$ cat src/rtl/cascaded_updown_counter_chain_pkg.sv
// Shared constants and helpers for the cascaded up/down counter chain.
package counter_chain_pkg;

  localparam logic DIR_UP   = 1'b1;
  localparam logic DIR_DOWN = 1'b0;

  // Total width of the concatenated chain.
  function automatic int total_width(input int stage_width, input int num_stages);
    return stage_width * num_stages;
  endfunction

endpackage

$ cat src/rtl/cascaded_updown_counter_chain_if.sv
// Control/data bundle of the counter chain. The master drives controls and the slave drives results.
interface cascaded_updown_counter_chain_if #(
  parameter int STAGE_WIDTH = 16,
  parameter int NUM_STAGES  = 4,
  parameter int SEL_WIDTH   = 2
);
  logic                              enable;
  logic                              up_down;
  logic                              clear;
  logic                              load;
  logic [STAGE_WIDTH*NUM_STAGES-1:0] load_value;
  logic                              clear_overflow;
  logic [SEL_WIDTH-1:0]              stage_sel;
  logic [STAGE_WIDTH-1:0]            count_out;
  logic [STAGE_WIDTH*NUM_STAGES-1:0] full_count;
  logic [NUM_STAGES-1:0]             stage_tc;
  logic                              chain_tc;
  logic                              overflow;

  modport master (
    output enable, up_down, clear, load, load_value, clear_overflow, stage_sel,
    input  count_out, full_count, stage_tc, chain_tc, overflow
  );

  modport slave (
    input  enable, up_down, clear, load, load_value, clear_overflow, stage_sel,
    output count_out, full_count, stage_tc, chain_tc, overflow
  );
endinterface

$ cat src/rtl/cascaded_updown_counter_chain_stage.sv
// One STAGE_WIDTH-bit up/down counter stage with a terminal flag and a gated carry/borrow-out.
module counter_stage
  import counter_chain_pkg::*;
#(
  parameter int WIDTH = 16
) (
  input  logic             clk,
  input  logic             reset,
  input  logic             cin,
  input  logic             up_down,
  input  logic             clear,
  input  logic             load,
  input  logic [WIDTH-1:0] load_data,
  output logic [WIDTH-1:0] value,
  output logic             term,
  output logic             tc
);

  logic [WIDTH-1:0] value_q;

  // Terminal depends only on the register and direction, so the top can
  // build the ripple chain from it without a combinational loop through tc.
  assign term  = (up_down == DIR_UP) ? (&value_q) : (value_q == '0);
  assign tc    = cin & term;
  assign value = value_q;

  // Stage register: clear over load over count.
  always_ff @(posedge clk or negedge reset) begin
    if (!reset) begin
      value_q <= '0;
    end else if (clear) begin
      value_q <= '0;
    end else if (load) begin
      value_q <= load_data;
    end else if (cin) begin
      if (up_down == DIR_UP) value_q <= value_q + WIDTH'(1);
      else                   value_q <= value_q - WIDTH'(1);
    end
  end

endmodule

$ cat src/rtl/cascaded_updown_counter_chain.sv
// Top level: NUM_STAGES cascaded counter stages, a sticky overflow flag and a registered stage readout.
module cascaded_updown_counter_chain
  import counter_chain_pkg::*;
#(
  parameter int STAGE_WIDTH = 16,
  parameter int NUM_STAGES  = 4,
  parameter int SEL_WIDTH   = 2
) (
  input  logic                           clk,
  input  logic                           reset,
  cascaded_updown_counter_chain_if.slave bus
);

  localparam int TOTAL = total_width(STAGE_WIDTH, NUM_STAGES);

  logic [NUM_STAGES-1:0][STAGE_WIDTH-1:0] stage_val;
  logic [NUM_STAGES-1:0]                  term;
  logic [NUM_STAGES-1:0]                  cin;
  logic [NUM_STAGES-1:0]                  tc;
  logic [TOTAL-1:0]                       full_int;
  logic [STAGE_WIDTH-1:0]                 sel_value;
  logic [STAGE_WIDTH-1:0]                 count_q;
  logic                                   overflow_q;

  // Ripple carry/borrow: each stage advances when every lower stage is terminal and enable is high.
  always_comb begin
    logic c;
    c   = bus.enable;
    cin = '0;
    for (int i = 0; i < NUM_STAGES; i++) begin
      cin[i] = c;
      c      = c & term[i];
    end
  end

  for (genvar g = 0; g < NUM_STAGES; g++) begin : g_stage
    counter_stage #(.WIDTH(STAGE_WIDTH)) u_stage (
      .clk       (clk),
      .reset     (reset),
      .cin       (cin[g]),
      .up_down   (bus.up_down),
      .clear     (bus.clear),
      .load      (bus.load),
      .load_data (bus.load_value[g*STAGE_WIDTH +: STAGE_WIDTH]),
      .value     (stage_val[g]),
      .term      (term[g]),
      .tc        (tc[g])
    );
    assign full_int[g*STAGE_WIDTH +: STAGE_WIDTH] = stage_val[g];
  end

  assign bus.full_count = full_int;
  assign bus.stage_tc   = tc;
  assign bus.chain_tc   = tc[NUM_STAGES-1];

  // Readout select; out-of-range selections read as zero.
  always_comb begin
    sel_value = '0;
    for (int i = 0; i < NUM_STAGES; i++) begin
      if (bus.stage_sel == SEL_WIDTH'(i)) sel_value = stage_val[i];
    end
  end

  // Readout register captures the pre-update stage value.
  always_ff @(posedge clk or negedge reset) begin
    if (!reset) count_q <= '0;
    else        count_q <= sel_value;
  end

  assign bus.count_out = count_q;

  // Sticky overflow: clear beats a wrap, a wrap beats clear_overflow, load alone leaves it alone.
  always_ff @(posedge clk or negedge reset) begin
    if (!reset) begin
      overflow_q <= 1'b0;
    end else if (bus.clear) begin
      overflow_q <= 1'b0;
    end else if (tc[NUM_STAGES-1] && !bus.load) begin
      overflow_q <= 1'b1;
    end else if (bus.clear_overflow) begin
      overflow_q <= 1'b0;
    end
  end

  assign bus.overflow = overflow_q;

endmodule

$ cat src/flat_wrapper.sv
// flat-port wrapper written by rule: the top's interface ports become plain ports
module cascaded_updown_counter_chain_flat import counter_chain_pkg::*;
#(
  parameter int STAGE_WIDTH = 16,
  parameter int NUM_STAGES  = 4,
  parameter int SEL_WIDTH   = 2
)
  (clk, reset, bus_enable, bus_up_down, bus_clear, bus_load, bus_load_value, bus_clear_overflow, bus_stage_sel, bus_count_out, bus_full_count, bus_stage_tc, bus_chain_tc, bus_overflow);
  cascaded_updown_counter_chain_if #(.STAGE_WIDTH(STAGE_WIDTH), .NUM_STAGES(NUM_STAGES), .SEL_WIDTH(SEL_WIDTH)) bus_i ();
  input  logic clk;
  input  logic reset;
  input wire logic [$bits(bus_i.enable)-1:0] bus_enable;
  input wire logic [$bits(bus_i.up_down)-1:0] bus_up_down;
  input wire logic [$bits(bus_i.clear)-1:0] bus_clear;
  input wire logic [$bits(bus_i.load)-1:0] bus_load;
  input wire logic [$bits(bus_i.load_value)-1:0] bus_load_value;
  input wire logic [$bits(bus_i.clear_overflow)-1:0] bus_clear_overflow;
  input wire logic [$bits(bus_i.stage_sel)-1:0] bus_stage_sel;
  output wire logic [$bits(bus_i.count_out)-1:0] bus_count_out;
  output wire logic [$bits(bus_i.full_count)-1:0] bus_full_count;
  output wire logic [$bits(bus_i.stage_tc)-1:0] bus_stage_tc;
  output wire logic [$bits(bus_i.chain_tc)-1:0] bus_chain_tc;
  output wire logic [$bits(bus_i.overflow)-1:0] bus_overflow;
  assign bus_i.enable = bus_enable;
  assign bus_i.up_down = bus_up_down;
  assign bus_i.clear = bus_clear;
  assign bus_i.load = bus_load;
  assign bus_i.load_value = bus_load_value;
  assign bus_i.clear_overflow = bus_clear_overflow;
  assign bus_i.stage_sel = bus_stage_sel;
  assign bus_count_out = bus_i.count_out;
  assign bus_full_count = bus_i.full_count;
  assign bus_stage_tc = bus_i.stage_tc;
  assign bus_chain_tc = bus_i.chain_tc;
  assign bus_overflow = bus_i.overflow;
  cascaded_updown_counter_chain #(.STAGE_WIDTH(STAGE_WIDTH), .NUM_STAGES(NUM_STAGES), .SEL_WIDTH(SEL_WIDTH)) u_core (.clk(clk), .reset(reset), .bus(bus_i));
endmodule
$ cat config.mk
export PLATFORM = sky130hd
export DESIGN_NAME = cascaded_updown_counter_chain_flat
export DESIGN_NICKNAME = d
export VERILOG_FILES = /design/src/rtl/cascaded_updown_counter_chain_pkg.sv /design/src/rtl/cascaded_updown_counter_chain_if.sv /design/src/rtl/cascaded_updown_counter_chain_stage.sv /design/src/rtl/cascaded_updown_counter_chain.sv /design/src/flat_wrapper.sv
export SDC_FILE = /design/constraint.sdc
export NUM_CORES = 1
export LEC_CHECK = 0
export ABC_CLOCK_PERIOD_IN_PS = 3300
export CORE_UTILIZATION = 40
export DETAILED_ROUTE_END_ITERATION = 8
export PLACE_DENSITY = 0.75
export SLEW_MARGIN = 25
export SYNTH_ARGS = -nofsm -noshare
export SYNTH_HDL_FRONTEND = slang
export SYNTH_SLANG_ARGS = --single-unit
$ cat constraint.sdc
create_clock -name clk -period 3.3 [get_ports clk]
set_input_delay 0.495 -clock clk [delete_from_list [all_inputs] [get_ports clk]]
set_output_delay 0.495 -clock clk [all_outputs]
set_load 0.02 [all_outputs]
# [Word level (Yosys, flattened, before mapping)]
# Cells that the tools add are included.
# Widths: inputs -> output; s select.
[word_totals] regBits=81 inputBits=73 output_inout_bits=86 elab_cells=64
[op_classes] n_addsub=8 n_eq_ne=3 n_mux=27 n_bitwise=4 reduce_logical=16
[ops] operator="$mux 16" count=20
[ops] operator="$add 16x1->16 const B" count=4
[ops] operator="$logic_not 16->1" count=4
[ops] operator="$reduce_and 16->1" count=4
[ops] operator="$sub 16x1->16 const B" count=4
[ops] operator="$reduce_bool 3->1" count=5
[ops] operator="$mux 1" count=7
[ops] operator="$and 1x1->1" count=4
[ops] operator="$eq 2x2->1 const B" count=2
[ops] operator="$eq 2x1->1 const B" count=1
[ops] operator="$logic_not 2->1" count=1
[ops] operator="$logic_and 1x1->1" count=1
[ops] operator="$logic_not 1->1" count=1

# [Depth between registers and ports, before layout]
# Gate-level depths: netlist (run 1).
[logic_depth] depth_word=9 depth_mapped=13 depth_no_buf=11

# [By module]
# Synthesis (run 1) repeated with hierarchy kept, for this count alone.
[hier_totals] hier_cells=832 area_unflattened_um2=7272.0
[by_module_without_submodules] module="counter_stage (u_core.g_stage[1].u_stage ...)" instances=3 cells_per_inst=199 area_per_inst_um2=1596.5 seq_area_each_um2=400.4
[by_module_without_submodules] module="counter_stage (u_core.g_stage[0].u_stage)" instances=1 cells_per_inst=191 area_per_inst_um2=1589.0 seq_area_each_um2=400.4
[by_module_without_submodules] module="cascaded_updown_counter_chain" instances=1 cells_per_inst=44 area_per_inst_um2=893.4 seq_area_each_um2=425.4

# [Worst setup path before layout (run 1)]
# No wires, ideal clock.
[synth_timing] path_type="in2reg" startpoint="input port bus_up_down" endpoint="register u_core.g_stage[1].u_stage.value_q[15]" setup_ns=0.124 t_arrival_ns=4.323 required_ns=3.176 setup_slack_ns=-1.147 cell_stages=12 path_buffers=1 path_cell_list="clkbuf_1 -> clkinv_1 -> ha_1 -> a21oi_1 -> o211ai_1 -> o41ai_2 -> o22ai_1 -> a211o_1 -> a21oi_1 -> xnor2_1 -> mux2i_1 -> a211o_1"
[synth_via] elab_chain_len=4 word_cells_on_any_way=7 classes_between="5 x mux; 1 x bitwise; 1 x reduce/logical"
[synth_rtl] element="start, declared" line="flat_wrapper.sv:13" text="input wire logic [$bits(bus_i.up_down)-1:0] bus_up_down;"
[synth_rtl] element="$mux 16" line="cascaded_updown_counter_chain_stage.sv:36" text="if (up_down == DIR_UP) value_q <= value_q + WIDTH'(1);"
[synth_rtl] element="$mux 16" line="cascaded_updown_counter_chain_stage.sv:35" text="end else if (cin) begin"
[synth_rtl] element="$mux 16" line="cascaded_updown_counter_chain_stage.sv:33" text="end else if (load) begin"
[synth_rtl] element="$mux 16" line="cascaded_updown_counter_chain_stage.sv:31" text="end else if (clear) begin"
[synth_rtl] element="end signal, assigned" line="cascaded_updown_counter_chain_stage.sv:34" text="value_q <= load_data;"
[synth_rtl] element="end signal, assigned" line="cascaded_updown_counter_chain_stage.sv:36"
[synth_rtl] element="end signal, assigned" line="cascaded_updown_counter_chain_stage.sv:37" text="else value_q <= value_q - WIDTH'(1);"
[synth_rtl] element="end, declared" line="cascaded_updown_counter_chain_stage.sv:19" text="logic [WIDTH-1:0] value_q;"
# Several ways; a longest one is shown, not always the timed one. The select of a mux whose other input is x is not followed.
# A chain may end at the register's enable or synchronous reset.

# [Worst setup path after layout (run 1)]
[layout_timing] startpoint="input port bus_up_down" endpoint="output port bus_stage_tc[2]"
[layout_via] elab_chain_len=4 word_cells_on_any_way=6 classes_between="3 x mux; 3 x bitwise"
[layout_rtl] element="$mux 1" line="cascaded_updown_counter_chain_stage.sv:23" text="assign term = (up_down == DIR_UP) ? (&value_q) : (value_q == '0);"
[layout_rtl] element="$and 1x1->1 (2 in a row)" line="cascaded_updown_counter_chain.sv:32" text="c = c & term[i];"
[layout_rtl] element="$and 1x1->1 *" line="cascaded_updown_counter_chain_stage.sv:24" text="assign tc = cin & term;"
[layout_rtl] element="end, declared" line="flat_wrapper.sv:21" text="output wire logic [$bits(bus_i.stage_tc)-1:0] bus_stage_tc;"
# Mark *: on every way between the ends. The rest lies on a longest branch, timed or not.

==> qor.csv, run 1 <==
metric;value;unit
status;finished, final reports clean;
place_congestion;0.983;
die_w;134;um
num_vias;7546;
maxCapViolations;0;
drtPass1Iterations;5;
peakVddDrop;0.280;mV
fin_nets;1208;
synth-adder-area-share;11.3;%
ant_nets;0;
antenna_found_initial;0;
drive_above_1_share;17.9;%
min_period;3240;ps
ys_types;66;
cts_max_level;3;
multi_input_area;4630;um^2
wire_per_inst;19.0;um
cts_root_buf;clkbuf_16;
start_util;41.3;%
clock_power_share;31.5;%
synthXorXnorAreaFrac;5.44;%
via_per_inst;5.80;
diodes;0;
slew_viol_final;0;
finalHoldViolations;0;
cts_made_buffers;9;
grt-ovfl-total;0;
arrival;2750;ps
start_kind;input port;
wl;24.7;mm
dp_hpwl;18.8;mm
synth_simple_gate_area_share;19.4;%
synth_fp_nets;944;
synth.yosys.seq_area_share;29.3;%
pin_count;159;
seq_power_share;31.9;%
fmax;0.309;GHz
fin_cells;1300;
muxShareOfSynthArea;7.67;%
fp.dieArea;17800;um^2
clock_latency;360;ps
coreArea;16800;um^2
crit_fanout;12;
grt_max_degree;49;
synth.top_cells.by_area;dfrtp_1 29%, ha_1 10%, a21oi_1 5.4%;
grt_pass1_wl;38.8;mm
dr.max_layer_used;met4;
grt_usage;28.1;%
skew;8.36;ps
critical_path_class;input port to output port;
syn_inst;811;
wl_met2;11.6;mm
end_kind;output port;
p_sw_share;33.3;%
p_leak;4.63;nW
synth_top_cell_by_area;dfrtp_1;
path_clk_slew;60;ps
p_sw;0.00122;W
synth_flop_cell;dfrtp_1;
grt_pass1_vias;7362;
n_fill_cell;1457;
cp.required;2800;ps
met1_length;10.2;mm
p_per_area;364;nW/um^2
p_comb_share;36.6;%
synth_top_family_by_area;compound AO/OA/AOI/OAI gates;
cts_tree;built;
io_buffers;158;
hold_path.class;input port to async pin;
synthTopCellsByCount;84 x nand2_1, 84 x nor2_1, 81 x dfrtp_1;
syn_avg_cell_area;8.53;um^2
syn-cell-area;6920;um^2
layout_setup_ws;58.6;ps
initialDrtViolationCount;634;
yosys_warnings;0;
synth_seq_cells;81;
rows;47;
cts_buffer_depth;2;
areaGrowthSynthToFinish;45.1;%
drc_errors;0;
seq_area;2030;um^2
finalSetupViolations;0;
tightest_slew;714;ps
route.met3.wl;2.20;mm
synthArstFlopShare;100;%
dp.cells;1284;
synth_compound_area_share;22.7;%
p_int;0.00244;W
max_slew_margin;52.3;%
synth_edf_count;0;
pre_cts_ws;-256;ps
synth_top_area_share;29.3;%
fp.dieH;134;um
fin_crit_sh;98.2;%
clock_sinks;81;
[critical path: stages]
cell and delay [ps]:
clkdlybuf4s50_1 500, buf_12 150, nand3_1 80, or4_1 530, o22ai_2 160, and2_1 180
nand2_1 100, buf_4 160, inv_1 70, clkdlybuf4s15_1 300
[per-layer routing]
| layer | vias up | GRT usage, % |
|---|---|---|
| met5 | - | 0 |
| met4 | 0 | 9.97 |
| met3 | 55 | 6.96 |
| met2 | 352 | 46.4 |
| met1 | 3588 | 35.7 |
| li1 | 3551 | - |
[sequential cells by signal, summed over array words and instances, names as in the netlist]
name,cells
u_core.g_stage.u_stage.value,64
u_core.bus.count_out,16
u_core.bus.overflow,1
[power by group through the flow]
stage	sequential, W	clock [W]	combinational (W)
6_report	0.00117	0.00115	0.00134
5_1_grt	0.00117	0.00120	0.00145
4_1_cts	0.00116	0.00116	0.00132
3_5_place_dp	0.00118	0	0.00131
3_3_place_gp	0.00118	0	0.00129
2_1_floorplan	0.00125	0	0.000620
[per-stage QoR]
step                      utilization [%]  cell area (um^2)  TNS (ps)  hold WS (ps)  power (W)
after floorplan                         -              6920         0           199    0.00187
after global placement               57.6              9650     -2300           617    0.00247
after detailed placement             57.8              9680     -3670           504    0.00249
after CTS                            59.7             10000         0           124    0.00364
after global routing                 59.9             10000     -72.1           146    0.00382
final                                59.9             10000         0           114    0.00366
[cells in the final DEF (no fill, tap or decap), drive strengths merged, types with 9 or more instances in the layout]
master / count
clkdlybuf4s50: 150
buf: 139
nor2: 84
nand2: 84
dfrtp: 81
a21oi: 74
ha: 56
o21ai: 46
inv: 31
xnor2: 23
nand3: 22
xor2: 20
a21o: 19
nand4: 19
mux2i: 17
nor3: 16
mux4: 16
nor4: 15
clkbuf: 14
o211ai: 13
a211oi: 11
nor2b: 10
a32oi: 9
[cells by family (layout without fill, tap and decap cells)]
| logic type | Yosys count | in the layout |
|---|---|---|
| adders and majority gates | 60 | 60 |
| DFF | 81 | 81 |
| and+or+nand+nor | 282 | 282 |
| AOI/OAI and AO/OA | 240 | 240 |
| buffers and inverters | 72 | 341 |
| xor gates and xnor gates | 43 | 43 |
| muxes | 33 | 33 |
[cell type report]
class | count | area share (%)
Clock inverter | 4 | 0.735
Timing Repair Buffer | 294 | 26.5
Inverter | 31 | 1.21
Clock buffer | 12 | 2.56
Tap cell | 220 | 2.74
Multi-Input combinational cell | 658 | 46.1
Sequential cell | 81 | 20.2
[final timing paths]
path                                               startpoint                                   to  slack, ps  depth (start not counted)
setup / recovery                                  bus_up_down                      bus_stage_tc[2]         60                         10
hold / removal                                          reset   u_core.g_stage[0].u_stage.value[7]        110                          1
setup reg to reg           u_core.g_stage[0].u_stage.value[0]  u_core.g_stage[0].u_stage.value[14]        310                         11
hold reg to reg                           u_core.bus.overflow                  u_core.bus.overflow        640                          3
max in group asynchronous                               reset   u_core.g_stage[3].u_stage.value[7]       2580                          2
min in group clk                                    bus_clear   u_core.g_stage[0].u_stage.value[5]        560                          2
[repair_timing]
action                                  in CTS  in global routing
buffers inserted                             0                  0
pin swaps                                    0                  0
gates cloned                                 0                  0
resized for setup                            4                 15
endpoints found under the hold margin        0                  0
hold buffers                                 0                  0
endpoints found under the setup margin       4                 10
Note: power is estimated with default switching activity, not from simulation.
==> inputs of run 2 (changes only) <==
--- a/config.mk
+++ b/config.mk
@@ -6,9 +6,10 @@
 export NUM_CORES = 1
 export LEC_CHECK = 0
 export ABC_CLOCK_PERIOD_IN_PS = 3300
-export CORE_UTILIZATION = 40
+export CORE_MARGIN = 5
+export CORE_UTILIZATION = 45
 export DETAILED_ROUTE_END_ITERATION = 8
-export PLACE_DENSITY = 0.75
+export PLACE_DENSITY = 0.82
 export SLEW_MARGIN = 25
 export SYNTH_ARGS = -nofsm -noshare
 export SYNTH_HDL_FRONTEND = slang
==> run 2 against run 1 <==
Via count increased by 1.1%. Final cell count shrank 3.8%. Global-route usage decreased by 0.20 points. Sequential power about the same. First-iteration DRC count rose by 41%. Critical path depth down 1. Total power is 3.5% lower. Largest power group unchanged.
==> qor.csv, run 2 (same netlist as run 1, synthesis figures left out) <==
metric;value;unit;change
finalSetupViolations;0;;unchanged
finalHoldViolations;0;;unchanged
cts_tree;built;;
slowest_stage;clkdlybuf4s50_1;;
p_leak;4.50;nW;-2.7%
initialDrtViolationCount;891;;+41%
fp.dieArea;18000;um^2;+0.72%
cts_max_level;3;;unchanged
n_fill_cell;1213;;-17%
dp_hpwl;19.0;mm;+0.83%
io_buffers;158;;unchanged
mostFrequentLayoutCell;clkdlybuf4s50_1;;
rows;45;;-4.3%
max_slew_margin;36.0;%;-16 points
worst-path-buf-inv;3;;-2
rsz0062_at_grt;yes;;
peakVddDrop;0.275;mV;-1.7%
largest_register_ffs;64;;unchanged
fin_crit_sh;97.4;%;-0.81 points
status;finished, final reports clean;;
tightest_slew;957;ps;+243 ps
r2r_setup_slack;390;ps;+80 ps
cts_root_buf;clkbuf_16;;
coreArea;15100;um^2;-9.6%
die_w;134;um;+0.36%
start_util;45.7;%;+4.4 points
clock_sinks;81;;unchanged
hold_ws;138;ps;+24.0 ps
cp.required;2800;ps;about the same
grt_usage;27.9;%;-0.20 points
crit_family;buffers and inverters;;
place_congestion;0.997;;+1.4%
cpMostUsedCell;nand2_1;;
cts.hold.buffers_added;0;;unchanged
pre_cts_ws;-257;ps;-1.43 ps
fmax;0.311;GHz;+0.83%
areaGrowthSynthToFinish;41.7;%;
arrival;2720;ps;-30 ps
postCtsSetupBuffers;0;;unchanged
grt_pass1_wl;40.2;mm;+3.4%
final_cell_mix;150 x clkdlybuf4s50_1, 117 x buf_4, 84 x nor2_1, 84 x nand2_1, 81 x dfrtp_1;;
clock_power_share;29.4;%;-2.1 points
diodes;0;;unchanged
wl;24.9;mm;+0.90%
grt_max_degree;66;;+35%
hold_path.class;input port to async pin;;
drtPass1Iterations;5;;unchanged
grt_pass1_vias;7657;;+4.0%
fin_nets;1190;;-1.5%
p_sw_share;34.2;%;+0.85 points
p_comb_share;37.6;%;+1.0 points
skew;7.27;ps;-1.09 ps
grt-ovfl-total;0;;unchanged
wire_per_inst;19.9;um;+4.9%
cts_made_buffers;9;;unchanged
drc_errors;0;;unchanged
layout_setup_ws;85.2;ps;+26.6 ps
via_per_inst;6.10;;+5.2%
p_int;0.00232;W;-4.7%
start_kind;input port;;
clock_latency;350;ps;about the same
cpPeakStageDelay;520;ps;about the same
ant_nets;0;;unchanged
maxCapViolations;0;;unchanged
min_period;3210;ps;-26.6 ps
cts_buffer_depth;2;;unchanged
p_sw;0.00121;W;-1.0%
path_clk_slew;60;ps;about the same
fp.dieH;134;um;+0.36%
seq_power_share;33.1;%;+1.2 points
crit_fanout;3;;-9
p_per_area;360;nW/um^2;-1.2%
pin_count;159;;unchanged
critical_path_class;input port to output port;;
num_vias;7631;;+1.1%
crit_chain;clkdlybuf4s50_1 > nor4b_4 > nand2_1 > o41a_1 > inv_2 > and2_1 > nand2_1 > nor2_1 > dlygate4sd2_1;;
antenna_found_initial;0;;unchanged
drive_above_1_share;16.4;%;-1.5 points
end_kind;output port;;
slew_viol_final;0;;unchanged
[run 2: changes by cell type in the layout (fill, tap and decap cells not counted), sizes merged]
cell / delta
inv: -1
buf: -18
dlygate4sd2: +2
bufinv: -1
clkdlybuf4s15: -1
clkinv: +1
[run 2: worst register-to-register path: stages (launching register included)]
cell       delay (ps)
dfrtp_1           570
inv_1             120
fa_1              450
nor2b_1           180
o21ai_1           120
a21boi_1          200
o21ai_0           150
a211oi_2          260
a31oi_1           150
o21ai_1           170
xnor2_1           110
a2111oi_2         320
[run 2: final cells by class]
class                           instances  area (um^2)  area share [%]
Sequential cell                        81         2030            20.7
Clock buffer                           13          250            2.55
Inverter                               31          121            1.24
Clock inverter                          3         40.0           0.408
Timing Repair Buffer                  276         2480            25.3
Multi-Input combinational cell        658         4650            47.4
Tap cell                              188          235            2.40
[run 2: path summary, 6_finish.rpt]
check,startpoint,to,depth (start not counted)
min,reset,u_core.bus.count_out[12],1
min in group clk,bus_clear,u_core.g_stage[1].u_stage.value[1],2
min reg2reg,u_core.bus.overflow,u_core.bus.overflow,3
max,bus_enable,bus_chain_tc,9
max in group asynchronous,reset,u_core.g_stage[2].u_stage.value[2],2
max reg2reg,u_core.g_stage[0].u_stage.value[0],u_core.g_stage[0].u_stage.value[14],11
[run 2: timing repair]
item / 4_1_cts / 5_1_grt
endpoints found under the hold margin: 0 / 0
gates resized for setup: 5 / 13
setup endpoints to repair: 5 / 9
[run 2: power groups by stage]
| stage | Clock, W | Sequential [W] | Combinational (W) |
|---|---|---|---|
| 2_1_floorplan | 0 | 0.00125 | 0.000620 |
| 3_3_place_gp | 0 | 0.00118 | 0.00126 |
| 3_5_place_dp | 0 | 0.00118 | 0.00129 |
| 4_1_cts | 0.00104 | 0.00116 | 0.00130 |
| 5_1_grt | 0.00108 | 0.00117 | 0.00144 |
| 6_report | 0.00104 | 0.00117 | 0.00133 |
[run 2: through the flow]
stage | utilization, % | setup TNS, ps | total power, W | cell area [um^2] | instances
after floorplan | - | 0 | 0.00187 | 6920 | 811
after global placement | 62.3 | -1150 | 0.00244 | 9440 | 1233
after detailed placement | 62.5 | -2650 | 0.00247 | 9470 | 1234
after CTS | 64.5 | 0 | 0.00351 | 9760 | 1250
after global routing | 64.7 | -46.4 | 0.00369 | 9800 | 1250
final | 64.7 | 0 | 0.00353 | 9800 | 1250
[run 2: metal layers]
layer | global-route usage, % | part of all wire, %
met5 | 0 | 0
met2 | 45.9 | 47
met1 | 35.5 | 40
met4 | 11.4 | 3.9
met3 | 6.53 | 8.9
